## src/rtl/m_calc_sched.sv

```systemverilog
// Round-robin scheduler that time-shares one calc datapath among NREQ requesters.
// Each job: one-cycle start, wait for fin (bounded by TIMEOUT), then a flush hold-off.
module m_calc_sched #(
  parameter int NREQ    = 4,
  parameter int CGES    = 7,
  parameter int TIMEOUT = 1024
) (
  input  logic                    clk,
  input  logic                    reset_n,
  input  logic [NREQ-1:0]         req,
  output logic [NREQ-1:0]         grant,
  output logic [NREQ-1:0]         done,
  output logic [NREQ-1:0]         err,
  output logic [$clog2(NREQ)-1:0] sel,
  output logic                    calc_start,
  input  logic                    calc_fin,
  output logic                    calc_abort,
  output logic                    busy
);

  localparam int SW        = $clog2(NREQ);
  localparam int TW        = $clog2(TIMEOUT);
  localparam int FLUSH_LEN = ($clog2(CGES) > 0) ? $clog2(CGES) : 1;

  typedef enum logic [1:0] {
    ST_IDLE  = 2'd0,
    ST_START = 2'd1,
    ST_RUN   = 2'd2,
    ST_FLUSH = 2'd3
  } state_t;

  state_t          state;
  state_t          state_nx;
  logic [SW-1:0]   owner;
  logic [SW-1:0]   owner_nx;
  logic [SW-1:0]   ptr;
  logic [SW-1:0]   ptr_nx;
  logic [SW-1:0]   win;
  logic [SW-1:0]   idx;
  logic            found;
  logic [TW-1:0]   tcnt;
  logic [TW-1:0]   tcnt_nx;
  logic [TW-1:0]   fcnt;
  logic [TW-1:0]   fcnt_nx;
  logic [NREQ-1:0] grant_nx;
  logic [NREQ-1:0] done_nx;
  logic [NREQ-1:0] err_nx;
  logic [SW-1:0]   sel_nx;
  logic            start_nx;
  logic            abort_nx;
  logic            busy_nx;

  function automatic logic [NREQ-1:0] onehot(input logic [SW-1:0] i);
    logic [NREQ-1:0] v;
    v    = '0;
    v[i] = 1'b1;
    return v;
  endfunction

  // Round-robin search starting at ptr; the first asserted request wins.
  always_comb begin
    found = 1'b0;
    win   = '0;
    idx   = '0;
    for (int i = 0; i < NREQ; i++) begin
      idx = SW'((int'(ptr) + i) % NREQ);
      if (!found && req[idx]) begin
        found = 1'b1;
        win   = idx;
      end else begin
        found = found;
      end
    end
  end

  // Next-state and next-output decode; outputs are registered from these.
  always_comb begin
    state_nx = state;
    owner_nx = owner;
    ptr_nx   = ptr;
    sel_nx   = sel;
    tcnt_nx  = tcnt;
    fcnt_nx  = fcnt;
    done_nx  = '0;
    err_nx   = '0;
    start_nx = 1'b0;
    abort_nx = 1'b0;
    case (state)
      ST_IDLE: begin
        if (found) begin
          state_nx = ST_START;
          owner_nx = win;
          sel_nx   = win;
          ptr_nx   = (win == SW'(NREQ - 1)) ? '0 : win + SW'(1);
          start_nx = 1'b1;
        end else begin
          state_nx = ST_IDLE;
        end
      end
      ST_START: begin
        state_nx = ST_RUN;
        tcnt_nx  = '0;
      end
      ST_RUN: begin
        // fin takes priority over a timeout landing in the same cycle
        if (calc_fin) begin
          state_nx = ST_FLUSH;
          fcnt_nx  = '0;
          done_nx  = onehot(owner);
        end else if (tcnt == TW'(TIMEOUT - 1)) begin
          state_nx = ST_FLUSH;
          fcnt_nx  = '0;
          err_nx   = onehot(owner);
          abort_nx = 1'b1;
        end else begin
          tcnt_nx = tcnt + TW'(1);
        end
      end
      ST_FLUSH: begin
        if (fcnt == TW'(FLUSH_LEN - 1)) begin
          state_nx = ST_IDLE;
        end else begin
          fcnt_nx = fcnt + TW'(1);
        end
      end
      default: begin
        state_nx = ST_IDLE;
      end
    endcase
    busy_nx  = (state_nx != ST_IDLE);
    grant_nx = ((state_nx == ST_START) || (state_nx == ST_RUN)) ? onehot(owner_nx) : '0;
  end

  // State, counters and registered outputs; synchronous active-low reset.
  always_ff @(posedge clk) begin
    if (!reset_n) begin
      state      <= ST_IDLE;
      owner      <= '0;
      ptr        <= '0;
      tcnt       <= '0;
      fcnt       <= '0;
      grant      <= '0;
      done       <= '0;
      err        <= '0;
      sel        <= '0;
      calc_start <= 1'b0;
      calc_abort <= 1'b0;
      busy       <= 1'b0;
    end else begin
      state      <= state_nx;
      owner      <= owner_nx;
      ptr        <= ptr_nx;
      tcnt       <= tcnt_nx;
      fcnt       <= fcnt_nx;
      grant      <= grant_nx;
      done       <= done_nx;
      err        <= err_nx;
      sel        <= sel_nx;
      calc_start <= start_nx;
      calc_abort <= abort_nx;
      busy       <= busy_nx;
    end
  end

endmodule

```

## config.mk

```make
export PLATFORM = sky130hd
export DESIGN_NAME = m_calc_sched
export DESIGN_NICKNAME = d
export VERILOG_FILES = /design/src/rtl/m_calc_sched.sv
export SDC_FILE = /design/constraint.sdc
export NUM_CORES = 1
export LEC_CHECK = 0
export BUFFER_PORTS_ARGS = -buffer_cell sky130_fd_sc_hd__buf_2
export CORE_MARGIN = 2
export CORE_UTILIZATION = 45
export CTS_BUF_LIST = sky130_fd_sc_hd__clkbuf_4 sky130_fd_sc_hd__clkbuf_8 sky130_fd_sc_hd__clkbuf_16
export DETAILED_ROUTE_END_ITERATION = 16
export PLACE_DENSITY = 0.7
export SLEW_MARGIN = 20
export SYNTH_ARGS = -nofsm -noshare
export SYNTH_HDL_FRONTEND = slang
export SYNTH_SLANG_ARGS = --single-unit
```

## constraint.sdc

```tcl
create_clock -name clk -period 2.8 [get_ports clk]
set_clock_uncertainty 0.1 [all_clocks]
set_input_delay 0.7 -clock clk [delete_from_list [all_inputs] [get_ports clk]]
set_output_delay 0.7 -clock clk [all_outputs]
set_load 0.1 [all_outputs]
```

After elaboration in Yosys (flattened, before gate mapping) --
Index checks and enable logic that the tools add are counted.
Cells by class: mux-type cells 37, reduce and logical (&&, ||, !) cells 21, equality and inequality tests 12, bitwise logic cells 3, add/subtract/negate cells 6, $lt $le $gt $ge 8
Operators by type and width (count):
- $mux 10 | 5
- $pmux 10 s2 | 2
- $add 10x1->10 const B | 2
- $mux 2 | 10
- $lt 2x3->1 const B | 6
- $mux 1 | 13
- $eq 10x10->1 const B | 1
- $eq 10x2->1 const B | 1
- $reduce_and 3->1 | 3
- $bmux 1 s2 | 4
- $eq 2x2->1 const B | 4
- $pmux 2 s4 | 1
- $ne 2x2->1 const B | 3
- $reduce_and 2->1 | 3
- $reduce_bool 2->1 | 3
- $logic_and 1x1->1 | 5
- $add 2x1->2 const B | 2
- $add 2x2->2 const B | 2
- $demux 1 s2 | 2
- $eq 2x1->1 const B | 2
- $ge 2x1->1 const B | 2
- $reduce_or 4->1 | 1
- $logic_not 1->1 | 3
- $ne 3x3->1 const B | 1
- other kinds (4) | 6
Word-level totals: output and inout port bits 17, register bits after elaboration 43, input bits 7

Longest topological paths before layout --
depth after elaboration 18, depth in mapped cells 8

Least setup slack after synthesis --
OpenSTA, ideal clock, no wires.
path kind flip-flop to flip-flop, from register fcnt[0], to register grant[3], library setup time 116 ps, path slack 420 ps, clock period less this slack 2380 ps, cell stages (with the launch flop) 9, buffers on the path 0, data required time 2584 ps, arrival time 2165 ps, cell sequence dfxtp_1 -> inv_1 -> ha_1 -> or4b_4 -> or4_1 -> o41ai_2 -> ha_1 -> nand2_1 -> and3b_1
Between the ends: longest elaborated chain between the ends 6
Ends and longest elaborated chain:
- start, declared | RTL line 43 | logic [TW-1:0] fcnt;
- start signal, assigned | RTL line 154 | fcnt <= fcnt_nx;
- $eq 10x2->1 * | RTL line 120 | if (fcnt == TW'(FLUSH_LEN - 1)) begin
- $mux 2 * | RTL line 120
- $pmux 2 s4 * | RTL line 88 | case (state)
- $eq 2x1->1 or $eq 2x2->1 (tied branches) | RTL line 131 | grant_nx = ((state_nx == ST_START) || (state_nx == ST_RUN)) ? onehot(owner_nx) : '0;
- $logic_or 1x1->1 * | RTL line 131
- $reduce_and 2->1 (no source line) *
- end signal, assigned | RTL line 155 | grant <= grant_nx;
- end, declared | RTL line 11 | output logic [NREQ-1:0] grant,
Mark *: on every way between the ends. The rest lies on a longest branch, timed or not. A chain may end at the register's enable or synchronous reset.

Worst setup path in the final report --
Same ends and word-level chain as after synthesis.

==> metrics.cfg <==
[outcome]
status = complete, no violations

[cts]
root_buffer = clkbuf_8
post_cts_buffers = 0
ctsLongestPathBuffers = 2
numCtsBuffers = 5
worstSkewPairLatency_ns = 0.30
cts_tree = done
cts_hold_buf = 0
cts-htree-levels = 2
cts_resized = 0
numClockSinks = 43
path_clk_slew_ns = 0.09

[synthesis]
syn_area_per_cell_um2 = 8.59
syn_inst = 241
yosysTopAreaCell = dfxtp_1
yosysUniqueCellTypes = 47
netlist_top_cells_count = 43 x dfxtp_1, 24 x a21oi_1, 18 x nor2_1, 16 x nand2_1, 10 x o21ai_0
synth_area_um2 = 2070
yosysSeqAreaShare_pct = 41.6
ys_warn_count = 0
yosysMostFrequentCell = dfxtp_1
synth_flop_cell = dfxtp_1
synth_area_leaders = dfxtp_1 42%, a21oi_1 5.8%, nor2_1 3.3%
async_reset_ff_share_pct = 0
syn_nets = 252
ys_seq_elements = 43
synth_edf_count = 0
synth_top_area_share_pct = 41.6

[grt]
antenna_found_initial = 0
grt_pass1_wl_mm = 7.41
track_usage_pct = 18.0
grt_pass1_vias = 1647
grt_max_degree = 17
grt-ovfl-total = 0

[sta]
setup_viol = 0
fin_crit_sh_pct = 89.5
period_minus_slack_ns = 2.51
max_freq_ghz = 0.399
relSlewSlack_pct = 59.0
grt_setup_unrepaired = false
fin_setup_tns_ns = 0
hold_violations = 0
finalMaxSlewViolations = 0
worstMarginPinSlew_ns = 0.610

[placed_design]
place_area_um2 = 2240
gp_congestion = 0.875
port_buffers = 23
hpwl_mm = 3.15

[power]
static-leakage-power_nw = 0.855
power_density_nw_per_um2 = 601
ir_drop_mv = 0.332

[drt]
first_pass_iters = 4
ant_nets = 0
drt_iter0_drc = 55
routed_wl_mm = 4.40
vias = 1870
via_per_inst = 5.88
drc = 0
routedWlPerCell_um = 13.8

[final_layout]
diodes = 0
layout-drive-gt1-share_pct = 16.9
fin_area_um2 = 2330
fin_nets = 276
syn2layout_area_growth_pct = 12.6

[critical_path]
cp-end-kind = flop
r2r_slack_ns = 0.29
crit_path_end = grant[3]$_SDFF_PN0_
worst-r2r-cell-count = 8
critPathMaxFanout = 4
r2r-end = grant[3]$_SDFF_PN0_
worst-setup-path-type = flop to flop
crit_path_start = fcnt[0]$_SDFFE_PN0P_
rr_startpoint = fcnt[0]$_SDFFE_PN0P_
arrival_ns = 2.61
start_kind = flop
cp.required_ns = 2.90

[floorplan]
chipWidth_um = 71.8
core_area_um2 = 4380
chipHeight_um = 71.8
initial_core_util_pct = 47.2
die-area_um2 = 5160
num_rows = 24
pin_count = 24

[flow_run]
drv_cap = 0

[worst_hold_path]
hold_class = flop to flop

## cell usage in the layout, fill, tap and decap left out, types with 7 or more instances in the layout
| cell type | netlist | final |
|---|---|---|
| a21oi_1 | 24 | 24 |
| buf_2 | 2 | 23 |
| dfxtp_1 | 43 | 43 |
| inv_1 | 7 | 7 |
| nand2_1 | 16 | 16 |
| nand2b_1 | 8 | 8 |
| nand3_1 | 9 | 9 |
| nor2_1 | 18 | 18 |
| o21ai_0 | 10 | 10 |
| o31ai_1 | 9 | 9 |
| or3_1 | 7 | 7 |
| or4_1 | 8 | 8 |
## kinds of logic after synthesis
family | Yosys count | synth area share, %
AND/OR/NAND/NOR | 104 | 29.2
AO/OA/AOI/OAI | 68 | 21.3
flip-flops | 43 | 41.6
buffers and inverters | 17 | 3.26
adder cells (fa/ha/maj) | 4 | 2.42
multiplexers | 3 | 1.45
XOR/XNOR | 2 | 0.846
## layout make-up
class,instances,area [um2]
clock buffer,5,68.8
clock inverter,3,23.8
fill,415,2050
inverter,7,26.3
multi-input combinational,181,1140
sequential,43,861
tap,52,65.1
timing repair buffer,27,145
## worst min-delay path by stage
stage                               from                    to  depth (start not counted)
floorplan           fcnt[9]$_SDFFE_PN0P_  fcnt[9]$_SDFFE_PN0P_                          2
global placement     sel[1]$_SDFFE_PN0P_   sel[1]$_SDFFE_PN0P_                          2
detailed placement   sel[1]$_SDFFE_PN0P_   sel[1]$_SDFFE_PN0P_                          2
CTS                  sel[1]$_SDFFE_PN0P_   sel[1]$_SDFFE_PN0P_                          2
global route         sel[1]$_SDFFE_PN0P_   sel[1]$_SDFFE_PN0P_                          2
finish               sel[1]$_SDFFE_PN0P_   sel[1]$_SDFFE_PN0P_                          2
## critical path: stages (launching register included)
cell	delay, ns
dfxtp_1	0.34
inv_1	0.08
ha_1	0.13
or4b_4	0.46
or4_4	0.52
a21oi_1	0.21
ha_1	0.26
nand2_1	0.12
and3b_1	0.19
## registers in the layout, summed over array words and instances (netlist names), 2 cells and up, named ones only
| name | cells |
|---|---|
| state | 2 |
| owner | 2 |
| tcnt | 10 |
| grant | 4 |
| sel | 2 |
| fcnt | 10 |
| err | 4 |
| done | 4 |
## layer usage
layer,global-route usage [%],wire length [um]
met5,0,0
met4,6.29,61
met3,3.94,160
met1,24.2,2180
met2,28.6,1990
## where the power goes
part / switching, mW / internal [mW] / total (mW)
Combinational: 0.226 / 0.0864 / 0.313
Sequential: 0.0339 / 0.641 / 0.675
Clock: 0.235 / 0.178 / 0.414
## per-stage QoR
step	hold slack (ns)	util [%]	total power, mW	cells	setup slack, ns
global placement	0.346	51.1	0.998	310	0.346
floorplan	0.355	-	0.936	241	0.420
CTS	0.365	53.2	1.41	318	0.292
detailed placement	0.351	51.1	1.00	310	0.250
global route	0.382	53.2	1.47	318	0.136
finish	0.359	53.2	1.40	318	0.294
Note: power is estimated with default switching activity, not from simulation.
